**src/rtl/uniman_ctrl_agent.sv**
```systemverilog
// Control-plane responder: turns 3-beat FAST2.0 command packets into single
// read/write requests on the connection manager control port and answers each one.
module uniman_ctrl_agent #(
  parameter logic [7:0]  LMID    = 8'd8,
  parameter int          w_pkt   = 134,
  parameter int          w_addr  = 32,
  parameter int          w_data  = 32,
  parameter logic [15:0] TIMEOUT = 16'd1024
) (
  input  logic              clk,
  input  logic              reset,
  input  logic              cin_data_wr,
  input  logic [w_pkt-1:0]  cin_data,
  output logic              cin_ready,
  output logic              cout_data_wr,
  output logic [w_pkt-1:0]  cout_data,
  input  logic              cout_ready,
  output logic              ctrl_req_valid,
  output logic [1:0]        ctrl_req_opt,
  output logic [w_addr-1:0] ctrl_req_addr,
  output logic [w_data-1:0] ctrl_req_data,
  input  logic              ctrl_rsp_valid,
  input  logic [w_data-1:0] ctrl_rsp_data,
  output logic [15:0]       drop_cnt
);

  localparam logic [1:0] BT_HEAD = 2'b01;
  localparam logic [1:0] BT_BODY = 2'b11;
  localparam logic [1:0] BT_TAIL = 2'b10;

  localparam logic [3:0] IDLE      = 4'd0;
  localparam logic [3:0] CMD       = 4'd1;
  localparam logic [3:0] DATA      = 4'd2;
  localparam logic [3:0] DISCARD   = 4'd3;
  localparam logic [3:0] DECODE    = 4'd4;
  localparam logic [3:0] WAIT_RSP  = 4'd5;
  localparam logic [3:0] SEND_HEAD = 4'd6;
  localparam logic [3:0] SEND_CMD  = 4'd7;
  localparam logic [3:0] SEND_TAIL = 4'd8;

  localparam logic [7:0] OP_READ  = 8'h01;
  localparam logic [7:0] OP_WRITE = 8'h02;

  logic [3:0]        state;
  logic [3:0]        nextState;
  logic              dropInc;
  logic              accept;
  logic [1:0]        beatType;
  logic [127:0]      payload;
  logic [127:0]      metaReg;
  logic [7:0]        opReg;
  logic [7:0]        lmidReg;
  logic [15:0]       seqReg;
  logic [w_addr-1:0] addrReg;
  logic [7:0]        statusReg;
  logic [w_data-1:0] rdData;
  logic [15:0]       waitCnt;
  logic [w_pkt-1:0]  sendBeat;
  logic              unusedBits;

  assign accept     = cin_data_wr && cin_ready;
  assign beatType   = cin_data[w_pkt-1 -: 2];
  assign payload    = cin_data[127:0];
  assign unusedBits = ^cin_data[131:128];

  always_comb begin
    nextState = state;
    dropInc   = 1'b0;
    case (state)
      IDLE: begin
        if (accept) begin
          if (beatType == BT_HEAD) nextState = CMD;
          else                     dropInc   = 1'b1;
        end
      end
      CMD: begin
        if (accept) begin
          case (beatType)
            BT_HEAD: dropInc = 1'b1;
            BT_BODY: nextState = DATA;
            BT_TAIL: begin
              dropInc   = 1'b1;
              nextState = IDLE;
            end
            default: ;
          endcase
        end
      end
      DATA: begin
        if (accept) begin
          case (beatType)
            BT_HEAD: begin
              dropInc   = 1'b1;
              nextState = CMD;
            end
            BT_BODY: nextState = DISCARD;
            BT_TAIL: nextState = DECODE;
            default: ;
          endcase
        end
      end
      DISCARD: begin
        if (accept && beatType == BT_TAIL) begin
          dropInc   = 1'b1;
          nextState = IDLE;
        end
      end
      DECODE: begin
        if (lmidReg != LMID) begin
          dropInc   = 1'b1;
          nextState = IDLE;
        end else if (opReg == OP_READ) begin
          nextState = WAIT_RSP;
        end else begin
          nextState = SEND_HEAD;
        end
      end
      WAIT_RSP: begin
        if (ctrl_rsp_valid || waitCnt == TIMEOUT - 16'd1) nextState = SEND_HEAD;
      end
      SEND_HEAD: if (cout_ready) nextState = SEND_CMD;
      SEND_CMD:  if (cout_ready) nextState = SEND_TAIL;
      SEND_TAIL: if (cout_ready) nextState = IDLE;
      default:   nextState = IDLE;
    endcase
  end

  always_comb begin
    sendBeat = '0;
    case (state)
      SEND_HEAD: sendBeat = {BT_HEAD, 4'h0, metaReg};
      SEND_CMD:  sendBeat = {BT_BODY, 4'h0, opReg | 8'h80, LMID, seqReg, addrReg, statusReg, 56'h0};
      SEND_TAIL: sendBeat = {BT_TAIL, 4'h0, {(128 - w_data){1'b0}}, rdData};
      default:   sendBeat = '0;
    endcase
  end

  always_ff @(posedge clk or negedge reset) begin
    if (!reset) begin
      state          <= IDLE;
      cin_ready      <= 1'b0;
      cout_data_wr   <= 1'b0;
      cout_data      <= '0;
      ctrl_req_valid <= 1'b0;
      ctrl_req_opt   <= 2'b00;
      ctrl_req_addr  <= '0;
      ctrl_req_data  <= '0;
      drop_cnt       <= 16'd0;
      metaReg        <= '0;
      opReg          <= 8'd0;
      lmidReg        <= 8'd0;
      seqReg         <= 16'd0;
      addrReg        <= '0;
      statusReg      <= 8'd0;
      rdData         <= '0;
      waitCnt        <= 16'd0;
    end else begin
      state          <= nextState;
      cin_ready      <= (nextState == IDLE) || (nextState == CMD) ||
                        (nextState == DATA) || (nextState == DISCARD);
      ctrl_req_valid <= 1'b0;
      cout_data_wr   <= 1'b0;

      if (dropInc && drop_cnt != 16'hFFFF) drop_cnt <= drop_cnt + 16'd1;

      // Any head seen while assembling a packet restarts it with new metadata.
      if (accept && beatType == BT_HEAD &&
          (state == IDLE || state == CMD || state == DATA))
        metaReg <= payload;

      if (state == CMD && accept && beatType == BT_BODY) begin
        opReg   <= payload[127:120];
        lmidReg <= payload[119:112];
        seqReg  <= payload[111:96];
        addrReg <= payload[64 +: w_addr];
      end

      // Request is registered on the tail edge so the pulse lands in DECODE.
      if (state == DATA && accept && beatType == BT_TAIL && lmidReg == LMID &&
          (opReg == OP_READ || opReg == OP_WRITE)) begin
        ctrl_req_valid <= 1'b1;
        ctrl_req_opt   <= (opReg == OP_READ) ? 2'b01 : 2'b10;
        ctrl_req_addr  <= addrReg;
        ctrl_req_data  <= payload[w_data-1:0];
      end

      if (state == DECODE) begin
        rdData    <= '0;
        waitCnt   <= 16'd0;
        statusReg <= (opReg == OP_READ || opReg == OP_WRITE) ? 8'h00 : 8'h02;
      end

      if (state == WAIT_RSP) begin
        if (ctrl_rsp_valid) begin
          rdData    <= ctrl_rsp_data;
          statusReg <= 8'h00;
        end else if (waitCnt == TIMEOUT - 16'd1) begin
          rdData    <= '0;
          statusReg <= 8'h01;
        end else begin
          waitCnt <= waitCnt + 16'd1;
        end
      end

      if ((state == SEND_HEAD || state == SEND_CMD || state == SEND_TAIL) && cout_ready) begin
        cout_data_wr <= 1'b1;
        cout_data    <= sendBeat;
      end
    end
  end

endmodule

```
**config.mk**
```make
export PLATFORM = sky130hd
export DESIGN_NAME = uniman_ctrl_agent
export DESIGN_NICKNAME = d
export VERILOG_FILES = /design/src/rtl/uniman_ctrl_agent.sv
export SDC_FILE = /design/constraint.sdc
export NUM_CORES = 1
export LEC_CHECK = 0
export ABC_AREA = 1
export BUFFER_PORTS_ARGS = -buffer_cell sky130_fd_sc_hd__clkbuf_2
export CORE_UTILIZATION = 55
export CTS_CLUSTER_DIAMETER = 50
export CTS_CLUSTER_SIZE = 28
export DETAILED_ROUTE_END_ITERATION = 7
export PLACE_DENSITY = 0.85
export SYNTH_ARGS = -nofsm -noshare
export SYNTH_HDL_FRONTEND = slang
export SYNTH_SLANG_ARGS = --single-unit
```
**constraint.sdc**
```tcl
create_clock -name clk -period 2.3 [get_ports clk]
set_clock_uncertainty 0.15 [all_clocks]
set_input_delay 0.23 -clock clk [delete_from_list [all_inputs] [get_ports clk]]
set_output_delay 0.23 -clock clk [all_outputs]
set_load 0.02 [all_outputs]
```
Word-level counts from Yosys, hierarchy flattened
Index checks and enable logic that the tools add are counted.

storage, ports and cells
  flip-flop bits (word level) = 471
  bits of input ports = 171
  output and inout bits = 219
  word-level logic and storage cells = 103

cells by class
  add/sub/neg operators = 2
  equality and inequality tests = 20
  multiplexer cells = 40
  reductions and logical operators = 24

operators by type and width
  cell                                                   number
  case mux 134 bit (3 select lines)                      1
  two-way mux 32 bit                                     4
  two-way mux 16 bit                                     4
  two-way mux 4 bit                                      9
  case mux 4 bit (9 select lines)                        1
  adder 16 x 1 -> 16 bit, second input constant          2
  two-way mux 8 bit                                      4
  == test 16 x 10 -> 1 bit, second input constant        1
  == test 4 x 2 -> 1 bit, second input constant          4
  == test 4 x 3 -> 1 bit, second input constant          4
  inequality test 16 bit, second input constant          1
  logical AND 1 bit                                      12
  case mux 4 bit (3 select lines)                        1
  two-way mux 1 bit                                      10
  logical OR 1 bit                                       9
  == test 4 x 1 -> 1 bit, second input constant          2
  == test 8 x 1 -> 1 bit, second input constant          1
  == test 8 x 2 -> 1 bit, second input constant          1
  == test 8 x 4 -> 1 bit, second input constant          1
  logical NOT 4 bit                                      2
  inequality test 8 x 4 -> 1 bit, second input constant  1
  case mux 4 bit (2 select lines)                        1
  two-way mux 2 bit                                      3
  case mux 1 bit (5 select lines)                        1
  other kinds (5)                                        6

Logic depth before layout (Yosys ltp)
Gate-level depths: netlist (run 1).

  depth after elaboration = 8
  mapped depth = 11
  gate-level depth less buffers = 10

Worst setup path before layout (run 1)
Ideal clock, no wire load.

  path kind = register to register
  from = register drop_cnt[0]
  to = register drop_cnt[12]
  arrival = 1735 ps
  required time = 2033 ps
  slack = 297 ps
  stages on the path, launching flop included = 8
  buffers on the path = 1
  cell sequence = dfrtp_1 > ha_1 > nand3_1 > nor2_1 > nand4_2 > clkbuf_1 > nand3_1 > nand2_1

on the way
  cells in the longest elaborated chain, start to end = 2

ends and longest elaborated chain
  element                                                                         RTL line  RTL
  start: declaration                                                              24        output logic [15:0] drop_cnt
  start signal: assignment                                                        164       if (dropInc && drop_cnt != 16'hFFFF) drop_cnt <= drop_cnt + 16'd1;
  parallel branches: the longest is 2 deep, another holds adder 16 x 1 -> 16 bit  --

Several ways; the timed one is not identified.
A chain may end at the register's enable or synchronous reset.

Worst setup path after layout (run 1)
  from = register state[0]
  to = register ctrl_req_data[1]

on the way
  cells in the longest elaborated chain, start to end = 5

ends and longest elaborated chain
  element                         RTL line  RTL
  start: declaration              44        logic [3:0] state;
  start signal: assignment        158       state <= nextState;
  == test 4 x 2 -> 1 bit          179       if (state == DATA && accept && beatType == BT_TAIL && lmidReg == LMID &&
  logical AND 1 bit (4 in a row)  179
  end signal: assignment          184       ctrl_req_data <= payload[w_data-1:0];
  end: declaration                21        output logic [w_data-1:0] ctrl_req_data,

No other way between the ends.

==> results of run 1 <==
## report_power, final
group | switching (W) | internal, W | leakage, nW | total (W)
clock network | 0.00356 | 0.00373 | 0.677 | 0.00728
registers | 0.000884 | 0.0101 | 6.04 | 0.0110
logic | 0.00324 | 0.00170 | 6.56 | 0.00495
total | 0.00769 | 0.0155 | 13.3 | 0.0232
## critical path, delay by kind of cell, from the launching register on
kind | cells | cell delay, ps
buffers and inverters | 3 | 430
flip-flops | 1 | 430
AND/OR/NAND/NOR | 7 | 1040
## how the worst min path moves through the flow
stage	from	endpoint	slack [ps]	depth (start not counted)
floorplan	reset	addrReg[0]	-220	0
global placement	reset	ctrl_req_data[19]	8	1
detailed placement	reset	ctrl_req_data[19]	10	1
CTS	ctrl_rsp_valid	statusReg[1]	10	6
global route	reset	ctrl_req_data[19]	60	2
finish	reset	ctrl_req_data[19]	30	2
## layout make-up
cell class,count,share of cell area [%]
diodes,3,0.0297
inverters,279,4.15
well taps,455,2.25
flip-flops and latches,467,46.2
repair buffers,593,16.7
clock inverters,31,1.53
multi-input cells,1384,25.0
clock buffers,42,4.08
## cells in the final DEF, fill, tap and decap left out, drive strengths merged, types with 13 or more instances in the layout
cell	n
a21oi	66
buf	49
clkbuf	422
clkinv	13
dfrtp	467
dlygate4sd3	164
inv	291
nand2	626
nand3	180
nand4	14
nor2	116
nor3	15
o21ai	251
o22ai	92
## what timing repair did
action	4_1_cts	5_1_grt
hold buffers	164	0
buffers inserted	0	0
endpoints found under the setup margin	0	94
gates resized for setup	0	5
hold endpoints to repair	726	0
## cells by family (layout without fill, tap and decap cells)
group | count (synthesis) | after routing | share of synthesized area [%]
xor+xnor | 11 | 11 | 0.493
other cells | 1 | 7 | 0.0192
compound gates | 411 | 411 | 11.1
buf+inv | 411 | 945 | 8.31
flops | 467 | 467 | 59.8
simple gates | 952 | 952 | 19.9
fa+ha+maj | 6 | 6 | 0.384
## stage by stage
step | hold slack [ps] | util (%)
after floorplan | -216 | -
final | 26.4 | 72.6
after global routing | 57.1 | 72.6
after global placement | 7.53 | 63.8
after detailed placement | 9.57 | 63.8
after CTS | 14.2 | 72.6
## state kept, by name (all words and copies together) (netlist names), 2 cells and up
| signal | count |
|---|---|
| cout_data | 130 |
| metaReg | 128 |
| addrReg | 32 |
| ctrl_req_addr | 32 |
| ctrl_req_data | 32 |
| rdData | 32 |
| drop_cnt | 16 |
| seqReg | 16 |
| waitCnt | 16 |
| lmidReg | 8 |
| opReg | 8 |
| statusReg | 8 |
| state | 4 |
| ctrl_req_opt | 2 |
## per-layer routing
layer | part of all wire, % | global-route usage [%] | vias up
met5 | 0.018 | 0 | -
met4 | 5.9 | 18.9 | 2
met3 | 8.4 | 6.96 | 280
met2 | 49 | 53.9 | 1094
met1 | 37 | 41.1 | 8771
li1 | - | - | 8225
==> flow_summary_export.csv, run 1 <==
group,metric,value,unit
worst_setup_path,cpMostUsedCell,"nand2_1",
floorplanning,die-area,36300,um^2
worst_setup_path,critPathMaxStageDelay,430,ps
finish,final_area,25300,um^2
clock_network,path_clk_slew,90,ps
grt,overflow,0,
synthesis,synth.area.top_cells,"dfrtp_1, nand2_1, o21ai_0, inv_1, nand3_1",
sta,worst_pin_slew,490,ps
worst_setup_path,crit_slowest_cell,"dfrtp_1",
power,total_power,0.0232,W
clock_network,cts_root_buf,"clkbuf_16",
floorplanning,coreArea,34800,um^2
sta,final_max_slew_viol_count,0,
worst_setup_path,cp.required,2620,ps
sta,fmax,0.466,GHz
finish,nNetsFinal,2943,
synthesis,synth_enable_flop_cells,0,
sta,setup_tns,0,ps
grt,grt_max_degree,90,
synthesis,avgSynthCellArea,8.66,um^2
placed_design,place_inst,3014,
synthesis,yosysMostFrequentCell,"nand2_1",
synthesis,ys_seq_elements,467,
worst_setup_path,end_kind,"register",
detailed_routing,route.detailed.drc,0,
finish,drive_gt1_share,18.8,%
finish,finalNonFillerCells,3254,
synthesis,synth_common_cells,"nand2_1, dfrtp_1, inv_1, o21ai_0, nand3_1",
detailed_routing,routed_wl,59800,um
synthesis,netlist.area_leader.share,59.8,%
grt,track_usage,33.1,%
worst_setup_path,critPathLaunchType,"register",
worst_setup_path,worstSetupPathType,"register to register",
placed_design,port_buffers,381,
floorplanning,placementRows,68,
grt,grt_pass1_vias,18458,
worst_setup_path,startpoint,"state[0]",
floorplanning,boundaryPins,390,
clock_network,clock_latency,540,ps
worst_setup_path,cp.arrival,2470,ps
floorplanning,fp.dieH,191,um
worst_setup_path,r2r-start,"state[0]",
synthesis,ys_seq_area_share,59.8,%
finish,multi_input_area,6320,um^2
worst_setup_path,crit_end,"ctrl_req_data[1]",
placed_design,pre_cts_ws,109,ps
sta,worst_slack,155,ps
detailed_routing,drt_iter0_markers,1499,
finish,seq_area,11700,um^2
detailed_routing,via_per_inst,5.65,
clock_network,cts_max_level,2,
worst_setup_path,crit_path_cell_trace,"inv_2 > nand2_1 > nor2_1 > nand3_1 > nor2_2 > nand2_4 > inv_2 > buf_12 > nand2_1 > nand2_1",
clock_network,numCtsBuffers,41,
clock_network,cts_tree,"done",
synthesis,synth_area,19600,um^2
status,status,"completed",
flow_run,drv_cap,0,
floorplanning,die_width,191,um
worst_setup_path,critPathMaxFanout,34,
synthesis,ys_types,30,
sta,setup_viol,0,
worst_setup_path,reg2regPathDepth,10,
min_path,hold_path_class,"primary input to async pin",
finish,nFillCells,2282,
power,vdd.ir_drop.worst,817,uV
detailed_routing,ant_nets,0,
clock_network,clock_path_buffers,3,
placed_design,dpl_cell_area,22200,um^2
clock_network,cts_sinks,467,
placed_design,gp_congestion,0.918,
sta,period_minus_slack,2150,ps
sta,hold_viol_final,0,
synthesis,synth_top_area_cell,"dfrtp_1",
grt,grt_pass1_wl,95200,um
synthesis,synth_ff_type,"dfrtp_1",
power,power_leakage,13.3,nW
detailed_routing,first_pass_iters,6,
grt,antenna_found_initial,4,
worst_setup_path,reg2reg_slack,150,ps
floorplanning,start_util,56.2,%
sta,maxSlewHeadroom,67.1,%
synthesis,ys_async_sr_fraction,100,%
synthesis,yosysWarnings,0,
detailed_routing,vias,18372,
finish,syn2layout_area_growth,29.2,%
detailed_routing,wire_per_inst,18.4,um
sta,fin_crit_sh,93.3,%
worst_setup_path,r2r-end,"ctrl_req_data[1]",
power,p_per_area,919,nW/um^2
placed_design,dp_hpwl,34700,um
synthesis,synthCells,2259,
Note: power is estimated with default switching activity, not from simulation.
==> run 2: changes to the inputs <==
CORE_UTILIZATION = 50   (was 55)
PLACE_DENSITY = 0.81   (was 0.85)
clock period = 1.95 ns   (was 2.3 ns; I/O delays follow)
==> flow_summary_export.csv, run 2 (synthesized netlist as in run 1, its figures left out) <==
group,metric,value,unit
status,status,"completed",
worst_setup_path,reg2regPathDepth,9,
grt,track_usage,30.0,%
floorplanning,die_width,200,um
placed_design,port_buffers,381,
sta,worst_pin_slew,502,ps
worst_setup_path,cp.required,2230,ps
worst_setup_path,crit_family,"simple AND/OR/NAND/NOR gates",
floorplanning,die-area,39900,um^2
worst_setup_path,r2r-end,"ctrl_req_addr[0]",
placed_design,gp_congestion,0.857,
finish,reg_top3,"cout_data x130, metaReg x128",
worst_setup_path,path_buf_inv,2,
detailed_routing,route.detailed.drc,0,
grt,grt_pass1_wl,94400,um
floorplanning,start_util,50.6,%
grt,grt_max_degree,104,
detailed_routing,drt_iter0_markers,1425,
worst_setup_path,cpMostUsedCell,"nor2_2",
worst_setup_path,startpoint,"state[0]",
placed_design,place_inst,3105,
floorplanning,coreArea,38600,um^2
sta,final_max_slew_viol_count,0,
detailed_routing,first_pass_iters,8,
detailed_routing,via_per_inst,5.49,
floorplanning,boundaryPins,390,
worst_setup_path,worstSetupPathType,"register to register",
detailed_routing,ant_nets,0,
finish,mostFrequentLayoutCell,"nand2_1",
sta,maxSlewHeadroom,66.5,%
grt,antenna_found_initial,4,
clock_network,cts_sinks,467,
clock_network,cts_root_buf,"clkbuf_16",
finish,largest_reg_flops,130,
worst_setup_path,critPathMaxStageDelay,410,ps
detailed_routing,routed_wl,62500,um
worst_setup_path,crit_path_cell_trace,"inv_2 > nand2_2 > nor2_2 > nand3_1 > nor2_2 > nand2_4 > buf_12 > nand2_1 > o21ai_0",
clock_network,path_clk_slew,80,ps
min_path,hold_path_class,"primary input to register",
floorplanning,placementRows,72,
worst_setup_path,crit_end,"ctrl_req_addr[0]",
sta,fin_crit_sh,100,%
finish,drive_gt1_share,21.1,%
finish,final_cell_mix,"nand2_1, dfrtp_1, clkbuf_2",
finish,regMostFlops,"cout_data",
power,power_leakage,13.8,nW
placed_design,dp_hpwl,36200,um
grt,grt_pass1_vias,18504,
finish,finalNonFillerCells,3379,
clock_network,numCtsBuffers,43,
worst_setup_path,crit_slowest_cell,"dfrtp_1",
sta,period_minus_slack,1950,ps
sta,fmax,0.513,GHz
worst_setup_path,critPathMaxFanout,64,
clock_network,clock_latency,560,ps
clock_network,clock_path_buffers,3,
detailed_routing,vias,18546,
worst_setup_path,r2r-start,"state[0]",
clock_network,cts_max_level,2,
worst_setup_path,end_kind,"register",
finish,nNetsFinal,2999,
sta,worst_slack,0.347,ps
placed_design,pre_cts_ws,-34.6,ps
worst_setup_path,path_depth,9,
detailed_routing,wire_per_inst,18.5,um
power,p_per_area,1090,nW/um^2
flow_run,drv_cap,0,
worst_setup_path,critPathLaunchType,"register",
sta,setup_viol,0,
sta,rsz0062_at_grt,"true",
clock_network,cts_tree,"done",
worst_setup_path,reg2reg_slack,0.3,ps
power,vdd.ir_drop.worst,847,uV
sta,hold_viol_final,0,
finish,nFillCells,2710,
grt,overflow,0,
finish,syn2layout_area_growth,35.0,%
floorplanning,fp.dieH,200,um
worst_setup_path,cp.arrival,2230,ps
==> run 2: changes by cell type in the layout (fill, tap and decap cells not counted), moves of 5 or more <==
cell,before,now
buf_6,0,5
buf_12,24,30
buf_4,24,50
clkbuf_16,41,53
nand2_1,620,614
==> run 2: what timing repair did <==
| action | 4_1_cts | 5_1_grt |
|---|---|---|
| setup endpoints to repair | 63 | 206 |
| hold endpoints to repair | 730 | 0 |
| hold buffers | 165 | 0 |
| resized for setup | 5 | 46 |
| pin swaps | 1 | 7 |
| cloned | 1 | 13 |
| setup buffers | 2 | 9 |
==> run 2: final cells by class <==
cell class,count,area [um^2],share of cell area [%]
Antenna cell,5,12.5,0.0474
Inverter,279,1050,3.98
Clock inverter,30,452,1.71
Sequential cell,467,11700,44.3
Timing Repair Buffer,644,4930,18.7
Multi-Input combinational cell,1387,6460,24.5
Tap cell,518,648,2.45
Clock buffer,49,1170,4.44
==> run 2: metal layers <==
metal,part of all wire [%],up-vias,global-route usage (%)
li1,-,8349,-
met1,38,8962,36.0
met2,49,1000,50.1
met3,8.4,235,7.02
met4,5.0,0,16.6
met5,0,-,0
==> run 2: worst min-delay path, stage by stage <==
cell      delay, ps
clkbuf_2         80
nand2_1         140
inv_2            90
nand4_1         100
nand3_1          70
==> run 2: report_power, final <==
group          total, W  internal, W  switching [W]  leakage (nW)
combinational   0.00626      0.00226        0.00400          6.97
clock           0.00956      0.00527        0.00429         0.794
sequential       0.0130       0.0119        0.00104          6.04
==> run 2: how the worst min path moves through the flow <==
stage | from | end | slack [ps] | cells past startpoint
2_1_floorplan | reset | addrReg[0] | -250 | 0
3_3_place_gp | reset | cout_data[35] | 20 | 1
3_5_place_dp | reset | cout_data[35] | 20 | 1
4_1_cts | reset | metaReg[24] | 30 | 2
5_1_grt | reset | cout_data[33] | 50 | 2
6_report | cin_data_wr | state[1] | 20 | 5
==> run 2: stage by stage <==
stage / total power (W) / hold slack, ps / utilization [%] / setup TNS [ps] / area, um^2
final: 0.0288 / 19.7 / 68.3 / 0 / 26400
after global placement: 0.0182 / 17.4 / 58.4 / -58.3 / 22600
after detailed placement: 0.0185 / 18.5 / 58.4 / -241 / 22600
after CTS: 0.0284 / 25.4 / 67.0 / 0 / 25900
after floorplan: 0.0163 / -251 / - / 0 / 19600
after global routing: 0.0302 / 46.8 / 68.3 / -1270 / 26400
==> run 3: changes to the inputs <==
CORE_MARGIN = 4   (was default)
==> flow_summary_export.csv, run 3 (synthesized netlist as in run 1, its figures left out) <==
group,metric,value,unit
status,status,"completed",
finish,finalNonFillerCells,3368,
finish,nFillCells,2746,
worst_setup_path,end_kind,"register",
finish,mostFrequentLayoutCell,"nand2_1",
finish,syn2layout_area_growth,34.3,%
detailed_routing,first_pass_iters,5,
worst_setup_path,critPathMaxStageDelay,420,ps
worst_setup_path,path_buf_inv,2,
clock_network,numCtsBuffers,44,
finish,largest_reg_flops,130,
clock_network,cts_sinks,467,
worst_setup_path,crit_family,"simple AND/OR/NAND/NOR gates",
detailed_routing,vias,18385,
sta,fin_crit_sh,99.1,%
clock_network,clock_latency,580,ps
worst_setup_path,reg2reg_slack,20,ps
sta,holdWs,135,ps
clock_network,cts_root_buf,"clkbuf_16",
worst_setup_path,crit_path_cell_trace,"inv_1 > nand2_1 > nor2_2 > nand3_2 > nor2_4 > nand2_8 > buf_16 > o21ai_0",
clock_network,clock_path_buffers,3,
detailed_routing,drt_iter0_markers,1452,
finish,reg_top3,"cout_data x130, metaReg x128",
worst_setup_path,crit_slowest_cell,"dfrtp_1",
sta,period_minus_slack,1930,ps
sta,setup_viol,0,
power,power_leakage,13.7,nW
sta,fmax,0.517,GHz
grt,grt_pass1_wl,95800,um
grt,track_usage,28.2,%
sta,worst_pin_slew,666,ps
floorplanning,start_util,50.6,%
sta,final_max_slew_viol_count,0,
grt,grt_pass1_vias,18545,
worst_setup_path,worstSetupPathType,"register to register",
detailed_routing,wire_per_inst,18.6,um
clock_network,cts_tree,"done",
sta,maxSlewHeadroom,55.6,%
worst_setup_path,critPathMaxFanout,34,
grt,grt_max_degree,112,
min_path,hold_path_class,"primary input to register",
grt,overflow,0,
floorplanning,fp.dieH,206,um
worst_setup_path,cp.arrival,2270,ps
detailed_routing,ant_nets,0,
clock_network,path_clk_slew,80,ps
finish,nNetsFinal,2988,
clock_network,cts_max_level,2,
finish,drive_gt1_share,20.8,%
floorplanning,die-area,42300,um^2
sta,setup_tns,0,ps
floorplanning,die_width,206,um
floorplanning,boundaryPins,390,
worst_setup_path,critPathLaunchType,"register",
grt,antenna_found_initial,4,
sta,rsz0062_at_grt,"true",
finish,final_cell_mix,"nand2_1, dfrtp_1, clkbuf_2",
placed_design,place_inst,3097,
detailed_routing,via_per_inst,5.46,
sta,hold_viol_final,0,
flow_run,drv_cap,0,
worst_setup_path,cp.required,2280,ps
placed_design,dp_hpwl,37300,um
power,p_per_area,1080,nW/um^2
floorplanning,coreArea,38600,um^2
detailed_routing,routed_wl,62800,um
floorplanning,placementRows,72,
detailed_routing,route.detailed.drc,0,
placed_design,port_buffers,381,
finish,regMostFlops,"cout_data",
power,vdd.ir_drop.worst,689,uV
placed_design,gp_congestion,0.877,
-- run 3: cell types whose count changed in the layout (fill, tap and decap cells not counted), moves of 3 or more --
cell,before,now
inv_6,6,9
o21ai_1,10,19
o22ai_1,88,92
nand2_4,6,3
o22ai_2,4,0
bufinv_16,5,2
inv_8,3,9
buf_4,50,41
o21ai_0,241,232
nor2_4,3,6
-- run 3: repair_timing --
| action | 4_1_cts | 5_1_grt |
|---|---|---|
| hold buffers | 166 | 0 |
| gates resized for setup | 6 | 47 |
| pin swaps | 3 | 9 |
| endpoints found under the hold margin | 706 | 0 |
| gates cloned | 1 | 8 |
| setup buffers | 4 | 7 |
| setup endpoints to repair | 32 | 221 |
-- run 3: per-layer routing --
layer  global-route usage [%]  share of wire, %  routed length [um]
met4                     12.8               4.3                2690
met1                     35.5                38               24000
met2                     47.0                49               30600
met3                     5.97               8.6                5370
met5                        0             0.021                  13
-- run 3: final cells by class --
class,instances,area (um^2),area share [%]
Antenna cell,3,7.51,0.0286
Clock buffer,46,1140,4.34
Clock inverter,36,454,1.73
Inverter,279,1050,4.01
Multi-Input combinational cell,1384,6410,24.4
Sequential cell,467,11700,44.5
Tap cell,518,648,2.47
Timing Repair Buffer,635,4860,18.5
-- run 3: power by group --
group          internal [W]  switching [W]  leakage, nW
Clock               0.00488        0.00444        0.781
Sequential           0.0119        0.00103         6.04
Combinational       0.00223        0.00389         6.86
Total                0.0190        0.00936         13.7
-- run 3: through the flow --
| stage | utilization, % | area, um^2 | setup WS, ps | total power, W |
|---|---|---|---|---|
| floorplan | - | 19600 | 9.31 | 0.0163 |
| global placement | 58.3 | 22500 | 17.1 | 0.0182 |
| detailed placement | 58.3 | 22500 | -36.3 | 0.0185 |
| CTS | 66.9 | 25900 | 4.37 | 0.0282 |
| global route | 67.9 | 26300 | -66.4 | 0.0299 |
| finish | 67.9 | 26300 | 16.7 | 0.0284 |
-- run 3: worst reg2reg max path, cell delays in order (launching register included) --
cell,delay [ps]
dfrtp_1,420
inv_1,100
nand2_1,100
nor2_2,180
nand3_2,130
nor2_4,200
nand2_8,120
buf_16,190
o21ai_0,250
-- run 3: final timing paths --
kind                                endpoint             start  cells past startpoint
setup reg to reg           ctrl_req_addr[30]          state[2]                      8
setup / recovery           ctrl_req_addr[30]          state[2]                      8
min in group asynchronous  ctrl_req_data[14]             reset                      3
hold reg to reg             ctrl_req_data[8]  ctrl_req_data[8]                      2
max in group asynchronous     cout_data[111]             reset                      3
hold / removal               ctrl_req_opt[0]       cin_data_wr                      7
